--- src/rtl/tlb_pkg.sv ---
// tlb_pkg: shared definitions for the TLB instruction sequencer.
//   - op_code values carried from the EX stage
//   - INVTLB op field values and the clear_mem encoding handed to the TLB
//   - sequencer state encoding
package tlb_pkg;

  localparam logic [2:0] TLBOP_SRCH = 3'd0;
  localparam logic [2:0] TLBOP_RD   = 3'd1;
  localparam logic [2:0] TLBOP_WR   = 3'd2;
  localparam logic [2:0] TLBOP_FILL = 3'd3;
  localparam logic [2:0] TLBOP_INV  = 3'd4;

  typedef enum logic [4:0] {
    INV_ALL        = 5'd0,
    INV_ALL_ALT    = 5'd1,
    INV_G1         = 5'd2,
    INV_G0         = 5'd3,
    INV_G0_ASID    = 5'd4,
    INV_G0_ASID_VA = 5'd5,
    INV_GA_ASID_VA = 5'd6
  } inv_op_e;

  typedef enum logic [2:0] {
    CLR_NONE       = 3'd0,
    CLR_ALL        = 3'd1,
    CLR_G1         = 3'd2,
    CLR_G0         = 3'd3,
    CLR_G0_ASID    = 3'd4,
    CLR_G0_ASID_VA = 3'd5,
    CLR_GA_ASID_VA = 3'd6
  } clear_mem_e;

  typedef enum logic [1:0] {
    ST_IDLE = 2'd0,
    ST_EXEC = 2'd1,
    ST_RESP = 2'd2
  } state_e;

  function automatic logic inv_op_bad(input logic [4:0] op);
    return op > 5'd6;
  endfunction

  // INVTLB ops 0 and 1 both clear everything, so both map to code 1;
  // code 0 is reserved on the TLB side for "no clear this cycle".
  function automatic clear_mem_e clear_code(input logic [4:0] op);
    clear_mem_e c;
    case (op)
      INV_ALL, INV_ALL_ALT: c = CLR_ALL;
      INV_G1:               c = CLR_G1;
      INV_G0:               c = CLR_G0;
      INV_G0_ASID:          c = CLR_G0_ASID;
      INV_G0_ASID_VA:       c = CLR_G0_ASID_VA;
      INV_GA_ASID_VA:       c = CLR_GA_ASID_VA;
      default:              c = CLR_NONE;
    endcase
    return c;
  endfunction

endpackage

--- src/rtl/tlb_op_ctrl_fill_counter.sv ---
// tlb_fill_counter: free-running wrap-around entry index used by TLBFILL.
//   clk   in   system clock
//   rstn  in   asynchronous active-low reset (counter returns to 0)
//   cnt   out  current fill index, advances every cycle, wraps at 2**IDXW
module tlb_fill_counter #(
  parameter int IDXW = 4
) (
  input  logic            clk,
  input  logic            rstn,
  output logic [IDXW-1:0] cnt
);

  logic [IDXW-1:0] cnt_q;
  logic [IDXW-1:0] cnt_d;

  // Entry count is a power of two, so natural overflow is the wrap.
  always_comb cnt_d = cnt_q + IDXW'(1);

  always_ff @(posedge clk or negedge rstn) begin
    if (!rstn) cnt_q <= '0;
    else       cnt_q <= cnt_d;
  end

  assign cnt = cnt_q;

endmodule

--- src/rtl/tlb_op_ctrl.sv ---
// tlb_op_ctrl: accepts one TLB instruction per handshake, drives the TLB
// ports for exactly one cycle, then returns a one-cycle completion beat.
//   op_valid/op_ready/op_code + operands : request from EX stage
//   flush                                : blocks acceptance only
//   done_*                               : completion beat to CSR/writeback
//   tlb_*  (out)                         : TLB read/search/write/fill/clear
//   tlb_rs_e, tlb_s_index (in)           : TLB search/read return
//
// state   | meaning
// --------+------------------------------------------------------------
// ST_IDLE | ready for a request (unless flush)
// ST_EXEC | TLB strobes/operands valid; TLB return sampled at cycle end
// ST_RESP | done_valid high with latched results, TLB strobes low
module tlb_op_ctrl
  import tlb_pkg::*;
#(
  parameter  int TLBNUM = 16,
  localparam int IDXW   = $clog2(TLBNUM)
) (
  input  logic            clk,
  input  logic            rstn,
  input  logic            op_valid,
  output logic            op_ready,
  input  logic [2:0]      op_code,
  input  logic [4:0]      inv_op,
  input  logic [9:0]      inv_asid,
  input  logic [31:0]     inv_vaddr,
  input  logic [IDXW-1:0] csr_index,
  input  logic [18:0]     csr_vpn2,
  input  logic            flush,
  output logic            done_valid,
  output logic [2:0]      done_op,
  output logic            done_err,
  output logic            done_hit,
  output logic [IDXW-1:0] done_index,
  output logic            tlb_we,
  output logic            tlb_fill_mode,
  output logic [IDXW-1:0] tlb_w_index,
  output logic [IDXW-1:0] tlb_f_index,
  output logic [IDXW-1:0] tlb_r_index,
  output logic            tlb_check_mode,
  output logic [18:0]     tlb_s_vpn2,
  input  logic            tlb_rs_e,
  input  logic [IDXW-1:0] tlb_s_index,
  output logic [2:0]      tlb_clear_mem,
  output logic [31:0]     tlb_clear_vaddr,
  output logic [9:0]      tlb_clear_asid
);

  logic [IDXW-1:0] fill_cnt;

  tlb_fill_counter #(.IDXW(IDXW)) u_fill_cnt (
    .clk  (clk),
    .rstn (rstn),
    .cnt  (fill_cnt)
  );

  state_e          state_q, state_d;
  logic [2:0]      op_code_q, op_code_d;
  logic            err_q, err_d;
  logic [IDXW-1:0] fidx_q, fidx_d;

  logic            done_valid_q, done_valid_d;
  logic [2:0]      done_op_q, done_op_d;
  logic            done_err_q, done_err_d;
  logic            done_hit_q, done_hit_d;
  logic [IDXW-1:0] done_index_q, done_index_d;

  logic            we_q, we_d;
  logic            fill_mode_q, fill_mode_d;
  logic [IDXW-1:0] w_index_q, w_index_d;
  logic [IDXW-1:0] f_index_q, f_index_d;
  logic [IDXW-1:0] r_index_q, r_index_d;
  logic            check_mode_q, check_mode_d;
  logic [18:0]     s_vpn2_q, s_vpn2_d;
  logic [2:0]      clear_mem_q, clear_mem_d;
  logic [31:0]     clear_vaddr_q, clear_vaddr_d;
  logic [9:0]      clear_asid_q, clear_asid_d;

  assign op_ready = (state_q == ST_IDLE) && !flush;

  always_comb begin
    state_d       = state_q;
    op_code_d     = op_code_q;
    err_d         = err_q;
    fidx_d        = fidx_q;
    done_valid_d  = 1'b0;
    done_op_d     = '0;
    done_err_d    = 1'b0;
    done_hit_d    = 1'b0;
    done_index_d  = '0;
    we_d          = 1'b0;
    fill_mode_d   = 1'b0;
    w_index_d     = '0;
    f_index_d     = '0;
    r_index_d     = '0;
    check_mode_d  = 1'b0;
    s_vpn2_d      = '0;
    clear_mem_d   = '0;
    clear_vaddr_d = '0;
    clear_asid_d  = '0;

    case (state_q)
      ST_IDLE: begin
        if (op_valid && op_ready) begin
          state_d   = ST_EXEC;
          op_code_d = op_code;
          fidx_d    = fill_cnt;
          err_d     = (op_code > TLBOP_INV) ||
                      ((op_code == TLBOP_INV) && inv_op_bad(inv_op));
          // TLB strobes are registered here so they appear for the whole
          // EXEC cycle and fall with the async reset if it hits.
          case (op_code)
            TLBOP_SRCH: begin
              check_mode_d = 1'b1;
              s_vpn2_d     = csr_vpn2;
            end
            TLBOP_RD: r_index_d = csr_index;
            TLBOP_WR: begin
              we_d      = 1'b1;
              w_index_d = csr_index;
            end
            TLBOP_FILL: begin
              we_d        = 1'b1;
              fill_mode_d = 1'b1;
              f_index_d   = fill_cnt;
            end
            TLBOP_INV: begin
              if (!inv_op_bad(inv_op)) begin
                clear_mem_d   = clear_code(inv_op);
                clear_vaddr_d = inv_vaddr;
                clear_asid_d  = inv_asid;
              end
            end
            default: ;
          endcase
        end
      end
      ST_EXEC: begin
        state_d      = ST_RESP;
        done_valid_d = 1'b1;
        done_op_d    = op_code_q;
        done_err_d   = err_q;
        case (op_code_q)
          TLBOP_SRCH: begin
            done_hit_d   = tlb_rs_e;
            done_index_d = tlb_rs_e ? tlb_s_index : '0;
          end
          TLBOP_RD:   done_hit_d   = tlb_rs_e;
          TLBOP_FILL: done_index_d = fidx_q;
          default: ;
        endcase
      end
      ST_RESP: state_d = ST_IDLE;
      default: state_d = ST_IDLE;
    endcase
  end

  always_ff @(posedge clk or negedge rstn) begin
    if (!rstn) begin
      state_q       <= ST_IDLE;
      op_code_q     <= '0;
      err_q         <= 1'b0;
      fidx_q        <= '0;
      done_valid_q  <= 1'b0;
      done_op_q     <= '0;
      done_err_q    <= 1'b0;
      done_hit_q    <= 1'b0;
      done_index_q  <= '0;
      we_q          <= 1'b0;
      fill_mode_q   <= 1'b0;
      w_index_q     <= '0;
      f_index_q     <= '0;
      r_index_q     <= '0;
      check_mode_q  <= 1'b0;
      s_vpn2_q      <= '0;
      clear_mem_q   <= '0;
      clear_vaddr_q <= '0;
      clear_asid_q  <= '0;
    end else begin
      state_q       <= state_d;
      op_code_q     <= op_code_d;
      err_q         <= err_d;
      fidx_q        <= fidx_d;
      done_valid_q  <= done_valid_d;
      done_op_q     <= done_op_d;
      done_err_q    <= done_err_d;
      done_hit_q    <= done_hit_d;
      done_index_q  <= done_index_d;
      we_q          <= we_d;
      fill_mode_q   <= fill_mode_d;
      w_index_q     <= w_index_d;
      f_index_q     <= f_index_d;
      r_index_q     <= r_index_d;
      check_mode_q  <= check_mode_d;
      s_vpn2_q      <= s_vpn2_d;
      clear_mem_q   <= clear_mem_d;
      clear_vaddr_q <= clear_vaddr_d;
      clear_asid_q  <= clear_asid_d;
    end
  end

  assign done_valid      = done_valid_q;
  assign done_op         = done_op_q;
  assign done_err        = done_err_q;
  assign done_hit        = done_hit_q;
  assign done_index      = done_index_q;
  assign tlb_we          = we_q;
  assign tlb_fill_mode   = fill_mode_q;
  assign tlb_w_index     = w_index_q;
  assign tlb_f_index     = f_index_q;
  assign tlb_r_index     = r_index_q;
  assign tlb_check_mode  = check_mode_q;
  assign tlb_s_vpn2      = s_vpn2_q;
  assign tlb_clear_mem   = clear_mem_q;
  assign tlb_clear_vaddr = clear_vaddr_q;
  assign tlb_clear_asid  = clear_asid_q;

endmodule

--- config.mk ---
export PLATFORM = sky130hd
export DESIGN_NAME = tlb_op_ctrl
export DESIGN_NICKNAME = d
export VERILOG_FILES = /design/src/rtl/tlb_pkg.sv /design/src/rtl/tlb_op_ctrl_fill_counter.sv /design/src/rtl/tlb_op_ctrl.sv
export SDC_FILE = /design/constraint.sdc
export NUM_CORES = 1
export LEC_CHECK = 0
export ABC_AREA = 1
export CAP_MARGIN = 20
export CORE_ASPECT_RATIO = 1.75
export CORE_MARGIN = 2
export CORE_UTILIZATION = 46
export CTS_BUF_LIST = sky130_fd_sc_hd__clkbuf_4 sky130_fd_sc_hd__clkbuf_8
export CTS_CLUSTER_DIAMETER = 100
export DETAILED_ROUTE_END_ITERATION = 6
export PLACE_DENSITY = 0.95
export SKIP_LAST_GASP = 1
export SYNTH_ARGS = -nofsm -noshare
export SYNTH_HDL_FRONTEND = slang
export SYNTH_HIERARCHICAL = 1
export SYNTH_SLANG_ARGS = --single-unit
--- constraint.sdc ---
create_clock -name clk -period 1.98 [get_ports clk]
set_clock_uncertainty 0.15 [all_clocks]
set_input_delay 0.396 -clock clk [delete_from_list [all_inputs] [get_ports clk]]
set_output_delay 0.396 -clock clk [all_outputs]
set_load 0.01 [all_outputs]
# Yosys cells after proc, flatten, opt, wreduce, memory -nomap -nowiden
# Index checks and enable logic that the tools add are counted.
dict set report classes {
  add_sub_neg 1
  n_mul 0
  div_mod_pow 0
  order_cmp 2
  eq_ne 14
  shifts 0
  n_mux 44
  bitwise_logic 0
  reduce_logical 13
}
# op n
set op_table {}
lappend op_table {{$mux 32} 4}
lappend op_table {{$mux 19} 3}
lappend op_table {{$mux 4} 11}
lappend op_table {{$mux 10} 4}
lappend op_table {{$pmux 3 s6} 1}
lappend op_table {{$eq 5x3->1 const B} 3}
lappend op_table {{$mux 3} 5}
lappend op_table {{$mux 1} 13}
lappend op_table {{$eq 5x2->1 const B} 2}
lappend op_table {{$eq 3x2->1 const B} 3}
lappend op_table {{$pmux 4 s2} 1}
lappend op_table {{$eq 3x1->1 const B} 2}
lappend op_table {{$logic_not 3->1} 2}
lappend op_table {{$reduce_or 2->1} 3}
lappend op_table {{$eq 5x1->1 const B} 1}
lappend op_table {{$gt 5x3->1 const B} 1}
lappend op_table {{$logic_not 5->1} 1}
lappend op_table {{$add 4x1->4 const B} 1}
lappend op_table {{$pmux 2 s2} 1}
lappend op_table {{$eq 3x3->1 const B} 1}
lappend op_table {{$gt 3x3->1 const B} 1}
lappend op_table {{$logic_and 1x1->1} 3}
lappend op_table {{$eq 2x1->1 const B} 1}
lappend op_table {{$logic_not 2->1} 1}
lappend op_table {{5 further kinds} 5}
dict set report word_totals {
  reg_bits 103
  latch_bits 0
  mem_bits_rw 0
  rom_bits 0
  out_inout_bits 90
  wordCells 94
  n_memories 0
}

# Depth between registers and ports, before layout
dict set report logic_depth {
  word_depth 7
  depth_mapped 6
}

# Cells and area by module
# Netlist, hierarchy kept.
# module n_inst cells_each area_per_inst_um2 seq_area_each_um2
set by_module_without_submodules {}
lappend by_module_without_submodules {tlb_op_ctrl 1 331 3572.2 2477.4}
lappend by_module_without_submodules {tlb_fill_counter 1 12 147.6 100.1}

# Worst setup path before layout
# No wires, ideal clock.
dict set report synth_path {
  path_type {input -> register}
  start {input port inv_op[3]}
  end {register clear_asid_q[0], in the netlist tlb_clear_asid[0]}
  setup_time_ps 69
  arrival_ps 1130
  t_required_ps 1761
  setup_slack_ps 631
  cell_stages 6
  n_path_buf 1
  cell_sequence {nor2_1 -> nand2_1 -> nor2_1 -> nand2_4 -> buf_6 -> nor2_2}
}
dict set report synth_between {
  elab_chain_len 5
}
# element line
set synth_lines {}
lappend synth_lines {{from (decl)} tlb_op_ctrl.sv:25} ;# input logic [4:0] inv_op,
lappend synth_lines {{$gt 5x3->1} tlb_pkg.sv:40} ;# return op > 5'd6;
lappend synth_lines {{$mux 10} tlb_op_ctrl.sv:129} ;# if (!inv_op_bad(inv_op)) begin
lappend synth_lines {{$mux 10} tlb_op_ctrl.sv:113} ;# case (op_code)
lappend synth_lines {{$mux 10} tlb_op_ctrl.sv:105} ;# if (op_valid && op_ready) begin
lappend synth_lines {{$mux 10} tlb_op_ctrl.sv:103} ;# case (state_q)
lappend synth_lines {{named net clear_asid_d[0]} tlb_op_ctrl.sv:78} ;# logic [9:0] clear_asid_q, clear_asid_d;
lappend synth_lines {{to (signal assigned)} tlb_op_ctrl.sv:199} ;# clear_asid_q <= clear_asid_d;
lappend synth_lines {{to (decl)} tlb_op_ctrl.sv:78}
# The timed path passes the listed nets, and every way through them passes these cells.
# A chain may end at the register's enable or synchronous reset.

# Worst setup path after layout
dict set report layout_path {
  start {register clear_vaddr_q[15], in the netlist tlb_clear_vaddr[15]}
  end {output port tlb_clear_vaddr[15]}
}
# element line
set layout_rtl {}
lappend layout_rtl {{from (decl)} tlb_op_ctrl.sv:77} ;# logic [31:0] clear_vaddr_q, clear_vaddr_d;
lappend layout_rtl {{from (signal assigned)} tlb_op_ctrl.sv:198} ;# clear_vaddr_q <= clear_vaddr_d;
lappend layout_rtl {{to (decl)} tlb_op_ctrl.sv:46} ;# output logic [31:0] tlb_clear_vaddr,
# No word-level cell between the ends.

==> impl_metrics.tcl <==
set metrics [dict create \
    place_area_mm2 0.00558 \
    holdCritPathClass "primary input to async pin" \
    antenna_found_initial 0 \
    num_vias 2883 \
    n_antenna_cell 0 \
    place_congestion 0.784 \
    cp-startpoint "tlb_clear_vaddr[15]" \
    gr-total-overflow 0 \
    combPwrFrac_pct 10.1 \
    clock_sinks 103 \
    dp_cells 603 \
    design_area_mm2 0.00583 \
    dieHeight_um 123 \
    swShare_pct 22.4 \
    routedWlPerCell_um 14.9 \
    netlist_area_mm2 0.00372 \
    critPathBufInv 1 \
    yosysWarningCount 6 \
    ys.flop_type "dfrtp_1" \
    syn-num-nets 426 \
    crit_slowest_cell "clkdlybuf4s50_1" \
    grtUsageTotal_pct 21.7 \
    worst_pin_slew_ns 0.373 \
    synth_area_leaders "dfrtp_1, inv_1, nor2_2" \
    worstPathMaxFanout 1 \
    cp_slowest_stage_delay_ns 0.57 \
    core_mm2 0.00791 \
    rr_startpoint "state_q[1]" \
    ys_types 19 \
    synthArstFlopShare_pct 100 \
    nNetsFinal 608 \
    crit_family "buffers and inverters" \
    synth.avg_cell_area_um2 10.8 \
    synth.top_cells.by_count "dfrtp_1, inv_1, nor3_1" \
    start_util_pct 47.0 \
    power_switching_mw 0.930 \
    fin_crit_sh_pct 93.5 \
    p_leak_nw 2.92 \
    rsz0062_at_grt "false" \
    hold_ws_ns 0.314 \
    max_freq_mhz 540 \
    synth.most_common_cell "dfrtp_1" \
    cp_cell_sequence "clkdlybuf4s50_1" \
    wl_mm 9.26 \
    cts_max_level 3 \
    synth_cells 343 \
    instances_no_fill 620 \
    drive_gt1_share_pct 11.9 \
    viasPerCell 4.65 \
    synth.top_cell.area_share_pct 69.3 \
    fp.dieW_um 72.0 \
    grt_pass1_vias 3104 \
    ant_nets 0 \
    ys_seq_elements 103 \
    io_buffers 171 \
    dpl.hpwl_mm 7.01 \
    max_slew_margin_pct 75.0 \
    status "completed" \
    numCtsBuffers 9 \
    boundaryPins 172 \
    max_cap_viol_count 0 \
    drtIter0Drc 148 \
    setup_tns_ns 0 \
    insertion_delay_ns 0.36 \
    cts.path.max_buffers 2 \
    setup_viol 0 \
    grt_pass1_wl_mm 14.4 \
    ir_drop_mv 0.694 \
    clockRootBuffer "clkbuf_8" \
    r2r_slack_ns 0.53 \
    synth_edf_count 0 \
    rows 43 \
    p_seq_share_pct 52.6 \
    crit_required_ns 1.43 \
    final.min_clock_period_ns 1.85 \
    worstPathArrival_ns 1.30 \
    design.die.area_mm2 0.00885 \
    tritoncts "done" \
    pwr-share-clk_pct 37.3 \
    drc 0 \
    yosysTopAreaCell "dfrtp_1" \
    finalMaxSlewViolations 0 \
    drt-pass1-iter-count 4 \
    worstSetupEndpointType "output port" \
    worstSetupPathType "flop to output port" \
    area_growth_pct 56.8 \
    power.density_mw_per_mm2 711 \
    nFillCells 542 \
    hold_viol_final 0 \
    internal-power_mw 3.22 \
    path_clk_slew_ns 0.10 \
    cp-start-kind "flop" \
    seq_area_frac_synth_pct 69.3 \
    post_cts_buffers 0 \
    grt_start_max_net_pins 61 \
]
[path summary, 6_finish.rpt]
kind | end | cells past startpoint
min | tlb_f_index[2] | 2
min in group clk | err_q | 2
max reg2reg | fidx_q[3] | 5
min reg2reg | err_q | 2
max | tlb_clear_vaddr[15] | 1
max in group asynchronous | tlb_clear_vaddr[28] | 3
[power by group through the flow]
stage | clock (mW) | combinational, mW | sequential [mW]
after floorplan | 0 | 0.128 | 2.22
after global placement | 0 | 0.400 | 2.22
after detailed placement | 0 | 0.418 | 2.22
after CTS | 1.58 | 0.425 | 2.18
after global routing | 1.67 | 0.468 | 2.18
final | 1.55 | 0.420 | 2.18
[layout by cell type (no fill, tap or decap)]
master	netlist	final
nor3_1	34	34
o211ai_1	1	1
nand3_1	12	12
nor2_4	2	2
buf_4	0	8
clkdlybuf4s50_1	0	169
clkinv_2	0	1
ha_1	1	1
clkinvlp_4	0	1
inv_1	84	84
xor2_1	1	1
o21ai_0	7	7
a21oi_1	3	3
inv_6	0	1
nand2_4	1	1
nand4_1	5	5
nor2_1	25	25
bufinv_16	0	3
nor2_2	32	32
clkinv_4	0	1
dfrtp_1	103	103
nand3_2	1	1
dlygate4sd3_1	0	1
buf_12	0	3
dlygate4sd2_1	0	1
nand2_1	20	20
clkbuf_8	0	9
[area by class of cell]
| type | count | area, um2 | share of cell area, % |
|---|---|---|---|
| flip-flops and latches | 103 | 2580 | 44.2 |
| multi-input cells | 145 | 753 | 12.9 |
| clock inverters | 7 | 120 | 2.06 |
| repair buffers | 182 | 1830 | 31.4 |
| well taps | 90 | 113 | 1.93 |
| inverters | 84 | 315 | 5.41 |
| clock buffers | 9 | 124 | 2.12 |
[flip-flops by register name (all words and copies together), names as in the netlist, 4 cells and up]
signal / flops
tlb_clear_vaddr: 32
fidx_q: 4
tlb_f_index: 4
tlb_r_index: 4
u_fill_cnt/cnt: 4
done_index: 4
tlb_clear_asid: 10
tlb_w_index: 4
tlb_s_vpn2: 19
[per-stage QoR]
stage	setup WS, ns	total power, mW	utilization (%)
floorplan	0.631	2.35	-
global placement	-0.128	2.62	70.6
detailed placement	-0.156	2.64	70.6
CTS	0.0961	4.18	73.8
global route	0.0798	4.32	73.8
finish	0.130	4.15	73.8
[layer usage]
layer	global-route usage, %	vias to the layer above	part of all wire (%)	routed length, um
li1	-	1376	-	-
met3	7.25	24	6.8	628
met1	22.2	1354	33	3070
met5	0	-	0	0
met2	38.9	129	56	5230
met4	10.8	0	3.6	332
[logic make-up (layout without fill, tap and decap cells)]
| family | Yosys count | count (layout) | synth area share [%] |
|---|---|---|---|
| AOI/OAI and AO/OA | 11 | 11 | 1.55 |
| xor gates and xnor gates | 1 | 1 | 0.235 |
| adders and majority gates | 1 | 1 | 0.336 |
| buffers and inverters | 95 | 282 | 10.5 |
| DFF | 103 | 103 | 69.3 |
| and+or+nand+nor | 132 | 132 | 18.1 |
[repair_timing]
item	in CTS	in global routing
endpoints found under the setup margin	1	0
gates resized for setup	1	0
hold endpoints to repair	20	0
hold buffers	1	0
Power figures use the tool's default switching activity.
